`src/rtl/patgen_pkg.sv`:
```
// Shared definitions for shift_pattern_gen: mode encodings, FSM states,
// default shadow values and small mode-decoding helpers.
package patgen_pkg;

   localparam logic [1:0] MODE_STAT     = 2'b00;
   localparam logic [1:0] MODE_DYN      = 2'b01;
   localparam logic [1:0] MODE_STAT_DYN = 2'b10;
   localparam logic [1:0] MODE_DYN_STAT = 2'b11;

   localparam logic [87:0] STAT_INIT_DEF = 88'h123456789ABCDEF1234567;
   localparam logic [15:0] DYN_INIT_DEF  = 16'hABCD;

   typedef enum logic [1:0] {
      IDLE = 2'd0,
      SEG0 = 2'd1,
      SEG1 = 2'd2
   } state_t;

   function automatic logic stat_first(input logic [1:0] mode);
      return (mode == MODE_STAT) || (mode == MODE_STAT_DYN);
   endfunction

   function automatic logic two_seg(input logic [1:0] mode);
      return (mode == MODE_STAT_DYN) || (mode == MODE_DYN_STAT);
   endfunction

endpackage

```
`src/rtl/pattern_shifter.sv`:
```
// Parallel-load, MSB-first shift register with zero fill. Exposes the
// current MSB and the bit that becomes MSB after the next shift.
module pattern_shifter #(
   parameter int unsigned W = 8
) (
   input  logic         CLK,
   input  logic         RST_N,
   input  logic         load,
   input  logic         shift,
   input  logic [W-1:0] din,
   output logic         msb,
   output logic         nxt
);

   logic [W-1:0] q;

   always_ff @(posedge CLK or negedge RST_N) begin
      if (!RST_N)
         q <= '0;
      else if (load)
         q <= din;
      else if (shift)
         q <= {q[W-2:0], 1'b0};
   end

   assign msb = q[W-1];
   assign nxt = q[W-2];

endmodule

```
`src/rtl/shift_pattern_gen.sv`:
```
// Serialises static/dynamic pattern words MSB-first with START/BUSY/DONE
// handshake and ABORT. Optional continuous looping via `PATGEN_LOOP_EN.
module shift_pattern_gen
   import patgen_pkg::*;
#(
   parameter int unsigned          STAT_W    = 88,
   parameter int unsigned          DYN_W     = 16,
   parameter logic [STAT_W-1:0]    STAT_INIT = STAT_W'(STAT_INIT_DEF),
   parameter logic [DYN_W-1:0]     DYN_INIT  = DYN_W'(DYN_INIT_DEF)
) (
   input  logic              CLK,
   input  logic              RST_N,
   input  logic              LOAD,
   input  logic [STAT_W-1:0] STAT_IN,
   input  logic [DYN_W-1:0]  DYN_IN,
   input  logic [1:0]        MODE,
   input  logic              START,
   input  logic              ABORT,
`ifdef PATGEN_LOOP_EN
   input  logic              LOOP,
`endif
   output logic [STAT_W-1:0] STATLATCH,
   output logic [DYN_W-1:0]  DYNLATCH,
   output logic              BUSY,
   output logic              DONE,
   output logic              SIGNAL_OUT
);

   localparam int unsigned CNT_W = $clog2((STAT_W > DYN_W) ? STAT_W : DYN_W);
   localparam logic [CNT_W-1:0] STAT_LAST = CNT_W'(STAT_W - 1);
   localparam logic [CNT_W-1:0] DYN_LAST  = CNT_W'(DYN_W - 1);

   state_t            state, state_d;
   logic [CNT_W-1:0]  cnt, cnt_d;
   logic [1:0]        mode_q, mode_d;
   logic              sig_d, done_d;
   logic              loop_en;

   logic              stat_ld, dyn_ld, stat_sh, dyn_sh;
   logic              stat_msb, stat_nxt, dyn_msb, dyn_nxt;
   logic [STAT_W-1:0] stat_din;
   logic [DYN_W-1:0]  dyn_din;

   logic [1:0]        cur_mode;
   logic              last_bit, seg_stat;

`ifdef PATGEN_LOOP_EN
   assign loop_en = LOOP;
`else
   assign loop_en = 1'b0;
`endif

   // LOAD coinciding with an accepted START bypasses the shadows.
   assign stat_din = (state == IDLE && LOAD) ? STAT_IN : STATLATCH;
   assign dyn_din  = (state == IDLE && LOAD) ? DYN_IN  : DYNLATCH;

   assign cur_mode = (state == IDLE) ? MODE : mode_q;
   assign last_bit = (cnt == '0);
   assign seg_stat = (state == SEG0) ? stat_first(mode_q) : !stat_first(mode_q);

   pattern_shifter #(.W(STAT_W)) u_stat (
      .CLK   (CLK),
      .RST_N (RST_N),
      .load  (stat_ld),
      .shift (stat_sh),
      .din   (stat_din),
      .msb   (stat_msb),
      .nxt   (stat_nxt)
   );

   pattern_shifter #(.W(DYN_W)) u_dyn (
      .CLK   (CLK),
      .RST_N (RST_N),
      .load  (dyn_ld),
      .shift (dyn_sh),
      .din   (dyn_din),
      .msb   (dyn_msb),
      .nxt   (dyn_nxt)
   );

   always_ff @(posedge CLK or negedge RST_N) begin
      if (!RST_N) begin
         state      <= IDLE;
         cnt        <= '0;
         mode_q     <= MODE_STAT;
         SIGNAL_OUT <= 1'b0;
         DONE       <= 1'b0;
         STATLATCH  <= STAT_INIT;
         DYNLATCH   <= DYN_INIT;
      end else begin
         state      <= state_d;
         cnt        <= cnt_d;
         mode_q     <= mode_d;
         SIGNAL_OUT <= sig_d;
         DONE       <= done_d;
         if (LOAD) begin
            STATLATCH <= STAT_IN;
            DYNLATCH  <= DYN_IN;
         end
      end
   end

   always_comb begin
      state_d = state;
      case (state)
         IDLE: if (START) state_d = SEG0;
         SEG0: begin
            if (ABORT)
               state_d = IDLE;
            else if (last_bit) begin
               if (two_seg(mode_q)) state_d = SEG1;
               else if (loop_en)    state_d = SEG0;
               else                 state_d = IDLE;
            end
         end
         SEG1: begin
            if (ABORT)
               state_d = IDLE;
            else if (last_bit)
               state_d = loop_en ? SEG0 : IDLE;
         end
         default: state_d = IDLE;
      endcase
   end

   // SIGNAL_OUT is registered, so sig_d is the bit to present next cycle.
   always_comb begin
      stat_ld = 1'b0;
      dyn_ld  = 1'b0;
      stat_sh = 1'b0;
      dyn_sh  = 1'b0;
      cnt_d   = cnt;
      mode_d  = mode_q;
      sig_d   = 1'b0;
      done_d  = 1'b0;
      if (state == IDLE) begin
         if (START) begin
            mode_d  = MODE;
            stat_ld = 1'b1;
            dyn_ld  = 1'b1;
            cnt_d   = stat_first(MODE) ? STAT_LAST : DYN_LAST;
            sig_d   = stat_first(MODE) ? stat_din[STAT_W-1] : dyn_din[DYN_W-1];
         end
      end else if (ABORT) begin
         cnt_d = '0;
      end else if (!last_bit) begin
         stat_sh = seg_stat;
         dyn_sh  = !seg_stat;
         cnt_d   = cnt - CNT_W'(1);
         sig_d   = seg_stat ? stat_nxt : dyn_nxt;
      end else if (state == SEG0 && two_seg(mode_q)) begin
         cnt_d = stat_first(mode_q) ? DYN_LAST : STAT_LAST;
         sig_d = stat_first(mode_q) ? dyn_msb : stat_msb;
      end else if (loop_en) begin
         stat_ld = 1'b1;
         dyn_ld  = 1'b1;
         cnt_d   = stat_first(cur_mode) ? STAT_LAST : DYN_LAST;
         sig_d   = stat_first(cur_mode) ? stat_din[STAT_W-1] : dyn_din[DYN_W-1];
      end else begin
         done_d = 1'b1;
      end
   end

   assign BUSY = (state != IDLE);

endmodule

```
`config.mk`:
```
export PLATFORM = sky130hd
export DESIGN_NAME = shift_pattern_gen
export DESIGN_NICKNAME = d
export VERILOG_FILES = /design/src/rtl/patgen_pkg.sv /design/src/rtl/pattern_shifter.sv /design/src/rtl/shift_pattern_gen.sv
export SDC_FILE = /design/constraint.sdc
export NUM_CORES = 1
export LEC_CHECK = 0
export ABC_CLOCK_PERIOD_IN_PS = 5200
export CAP_MARGIN = 5
export CORE_ASPECT_RATIO = 0.5
export CORE_MARGIN = 2
export CORE_UTILIZATION = 47
export CTS_BUF_LIST = sky130_fd_sc_hd__clkbuf_8
export DETAILED_ROUTE_END_ITERATION = 12
export PLACE_DENSITY_LB_ADDON = 0.08
export SETUP_SLACK_MARGIN = 0.15
export SLEW_MARGIN = 10
export SYNTH_ARGS = -nofsm -noshare
export SYNTH_HDL_FRONTEND = slang
export SYNTH_SLANG_ARGS = --single-unit
```
`constraint.sdc`:
```
create_clock -name CLK -period 5.2 [get_ports CLK]
set_clock_uncertainty 0.15 [all_clocks]
set_input_delay 1.3 -clock CLK [delete_from_list [all_inputs] [get_ports CLK]]
set_output_delay 1.3 -clock CLK [all_outputs]
set_load 0.01 [all_outputs]
```
==> results.cfg <==
[outcome]
status = completed

[drt]
dr.pass1.iters = 4
route.antenna.remaining_nets = 0
routed-via-count = 6912
drt_iter0_drc = 390
drt-wirelength-per-cell_um = 15.8
vias_per_cell = 5.13
drt-met1-wl_um = 10100
drc = 0
wl_met3_um = 1100
drt-total-wl_um = 21300
top_layer = met4
met2WireLength_um = 9860

[worst_setup_path]
crit_chain = nor2_2, inv_1, clkdlybuf4s50_1
cp.arrival_ns = 1.97
rr_startpoint = cnt[0]
endpoint_kind = output pin
endpoint = BUSY
crit_family = buffers and inverters
cp_slowest_stage_delay_ns = 0.49
path_buf_inv = 2
critical_path_required_ns = 3.75
r2r_cells = 6
critPathLaunchType = flip-flop
critical_path.max_fanout = 10
worstSetupStartpoint = state[1]
critical_path_class = reg2out
crit_slowest_cell = dfrtp_1
rrSetupSlack_ns = 2.49
cp.depth = 3
r2r_end = u_dyn.q[5]

[power]
p_int_mw = 3.31
p_sw_frac = 0.298
p_clk_frac = 0.268
peakVddDrop_mv = 0.197
comb_power_share = 0.232
power_density_nw_per_um2 = 382
p_switching_mw = 1.41
leakagePower_nw = 5.34
seqPwrFrac = 0.500

[cells_and_area]
antenna_cells = 0
synthToLayoutAreaGrowth_pct = 30.4
layout_commonest_cell = clkdlybuf4s50_1
num-nets-final = 1171
mostFrequentLayoutCells = clkdlybuf4s50_1 (215), dfrtp_1 (167), a21oi_1 (158), nand2_1 (114), mux2_2 (107)
drive_gt1_frac = 0.219
n_fill_cell = 1640

[timing]
tns_ns = 0
period_share = 0.659
rsz0062_at_grt = false
hold_ws_ns = 0.330
slew_headroom = 0.236
max_slew.worst_pin.slew_ns = 1.15
finalSetupViolations = 0
maxSlewViolCount = 0
fmax_mhz = 292
layout_min_cycle_time_ns = 3.42
hold_viol = 0

[yosys]
synth_edf_count = 0
async_flop_share = 1.00
synth_seq_cells = 221
synth_area_um2 = 9480
yosysTopAreaCell = dfrtp_1
synth_cell_type_count = 42
netlist_top_cells_area = dfrtp_1 (44%), dfstp_2 (15%), mux2_2 (13%), a21oi_1 (8.4%), nand2_1 (4.6%)
synth-seq-area-share = 0.590
synth_top_cell_area_share = 0.441
ys.flop_type = dfrtp_1
syn_inst = 862
syn_nets = 975
ys_warn_count = 0
synth_area_per_cell_um2 = 11.0

[clock_tree]
cts_buffers = 31
cts-htree-levels = 1
clockBufferDepth = 3
cts.sinks = 221
cts_root_buf = clkbuf_8
hold_buffers = 0
post_cts_buffers = 0
cts_resized = 0
clock_latency_ns = 0.55
cts_tree = built
clkSlewWorstSetupHoldPaths_ns = 0.07

[grt]
grt_pass1_vias = 6989
gr-usage-all-layers = 0.202
antenna_found_initial = 0
grt_overflow = 0
grt_start_max_net_pins = 132
grt_pass1_wl_um = 35600

[die]
start_util = 0.483
die_h_um = 104
die_width_um = 205
die_area_um2 = 21400
row_count = 36
ios = 218
core_area_um2 = 19600

[place]
portBuffers = 217
hpwlAfterDp_um = 14000
globalplace.congestion = 0.840

[worst_hold_path]
hold_path.class = reg2reg

[job]
cap_violations = 0
cell usage after synthesis (3+ instances only):
library cell	number
a21o_1	3
a21oi_1	159
a21oi_2	21
a31oi_1	3
buf_1	5
buf_2	29
buf_6	4
clkbuf_1	22
dfrtp_1	167
dfstp_2	54
inv_1	4
mux2_2	107
mux2i_1	17
nand2_1	115
nand3_1	4
nor2_1	99
o21ai_0	16
o22a_1	3
worst min-delay path by stage:
stage          cells past startpoint         from     endpoint  slack [ns]
2_1_floorplan                      1  u_dyn.q[15]  u_dyn.q[15]        0.30
3_3_place_gp                       1  u_dyn.q[15]  u_dyn.q[15]        0.31
3_5_place_dp                       1  u_dyn.q[15]  u_dyn.q[15]        0.32
4_1_cts                            1  u_dyn.q[15]  u_dyn.q[15]        0.33
5_1_grt                            1  u_dyn.q[15]  u_dyn.q[15]        0.36
6_report                           1  u_dyn.q[15]  u_dyn.q[15]        0.33
stage by stage:
| stage | power (mW) | cells | utilization | worst slack (ns) | cell area (um^2) |
|---|---|---|---|---|---|
| 4_1_cts | 4.78 | 1348 | 0.630 | 1.74 | 12400 |
| 2_1_floorplan | 3.04 | 862 | - | 2.45 | 9480 |
| 6_report | 4.73 | 1348 | 0.630 | 1.78 | 12400 |
| 5_1_grt | 5.04 | 1348 | 0.630 | 1.66 | 12400 |
| 3_5_place_dp | 3.50 | 1291 | 0.600 | 1.50 | 11800 |
| 3_3_place_gp | 3.46 | 1291 | 0.600 | 1.56 | 11800 |
logic make-up (layout without fill, tap and decap cells):
family	Yosys count	after routing	synth area share
AND/OR/NAND/NOR	232	232	0.0982
adder cells (fa/ha/maj)	2	2	0.00264
buffers and inverters	64	284	0.0323
multiplexers	125	125	0.146
flip-flops	221	221	0.590
AO/OA/AOI/OAI	216	216	0.129
XOR/XNOR	2	2	0.00185
state kept, by name (all words and copies together), names as in the netlist:
name and cells:
u_stat.q 88, state 2, STATLATCH 88, u_dyn.q 16, cnt 7, mode_q 2, SIGNAL_OUT 1, DONE 1
DYNLATCH 16
power by group through the flow:
stage / Combinational [mW] / Clock [mW] / Sequential, mW
2_1_floorplan: 0.659 / 0 / 2.38
4_1_cts: 1.11 / 1.30 / 2.36
3_3_place_gp: 1.08 / 0 / 2.38
6_report: 1.10 / 1.26 / 2.36
3_5_place_dp: 1.11 / 0 / 2.39
5_1_grt: 1.24 / 1.39 / 2.41
layer usage:
layer  up-vias  track usage
li1       3339            -
met4         0       0.0401
met1      3382        0.295
met3        27       0.0417
met2       164        0.312
met5         -            0
final cells by class:
type / instances / area [um^2] / area share
Clock buffer: 36 / 495 / 0.0401
Clock inverter: 21 / 82.6 / 0.00668
Inverter: 4 / 15.0 / 0.00121
Multi-Input combinational cell: 577 / 3600 / 0.291
Sequential cell: 221 / 5600 / 0.453
Tap cell: 266 / 333 / 0.0269
Timing Repair Buffer: 223 / 2240 / 0.182
Note: power is estimated with default switching activity, not from simulation.
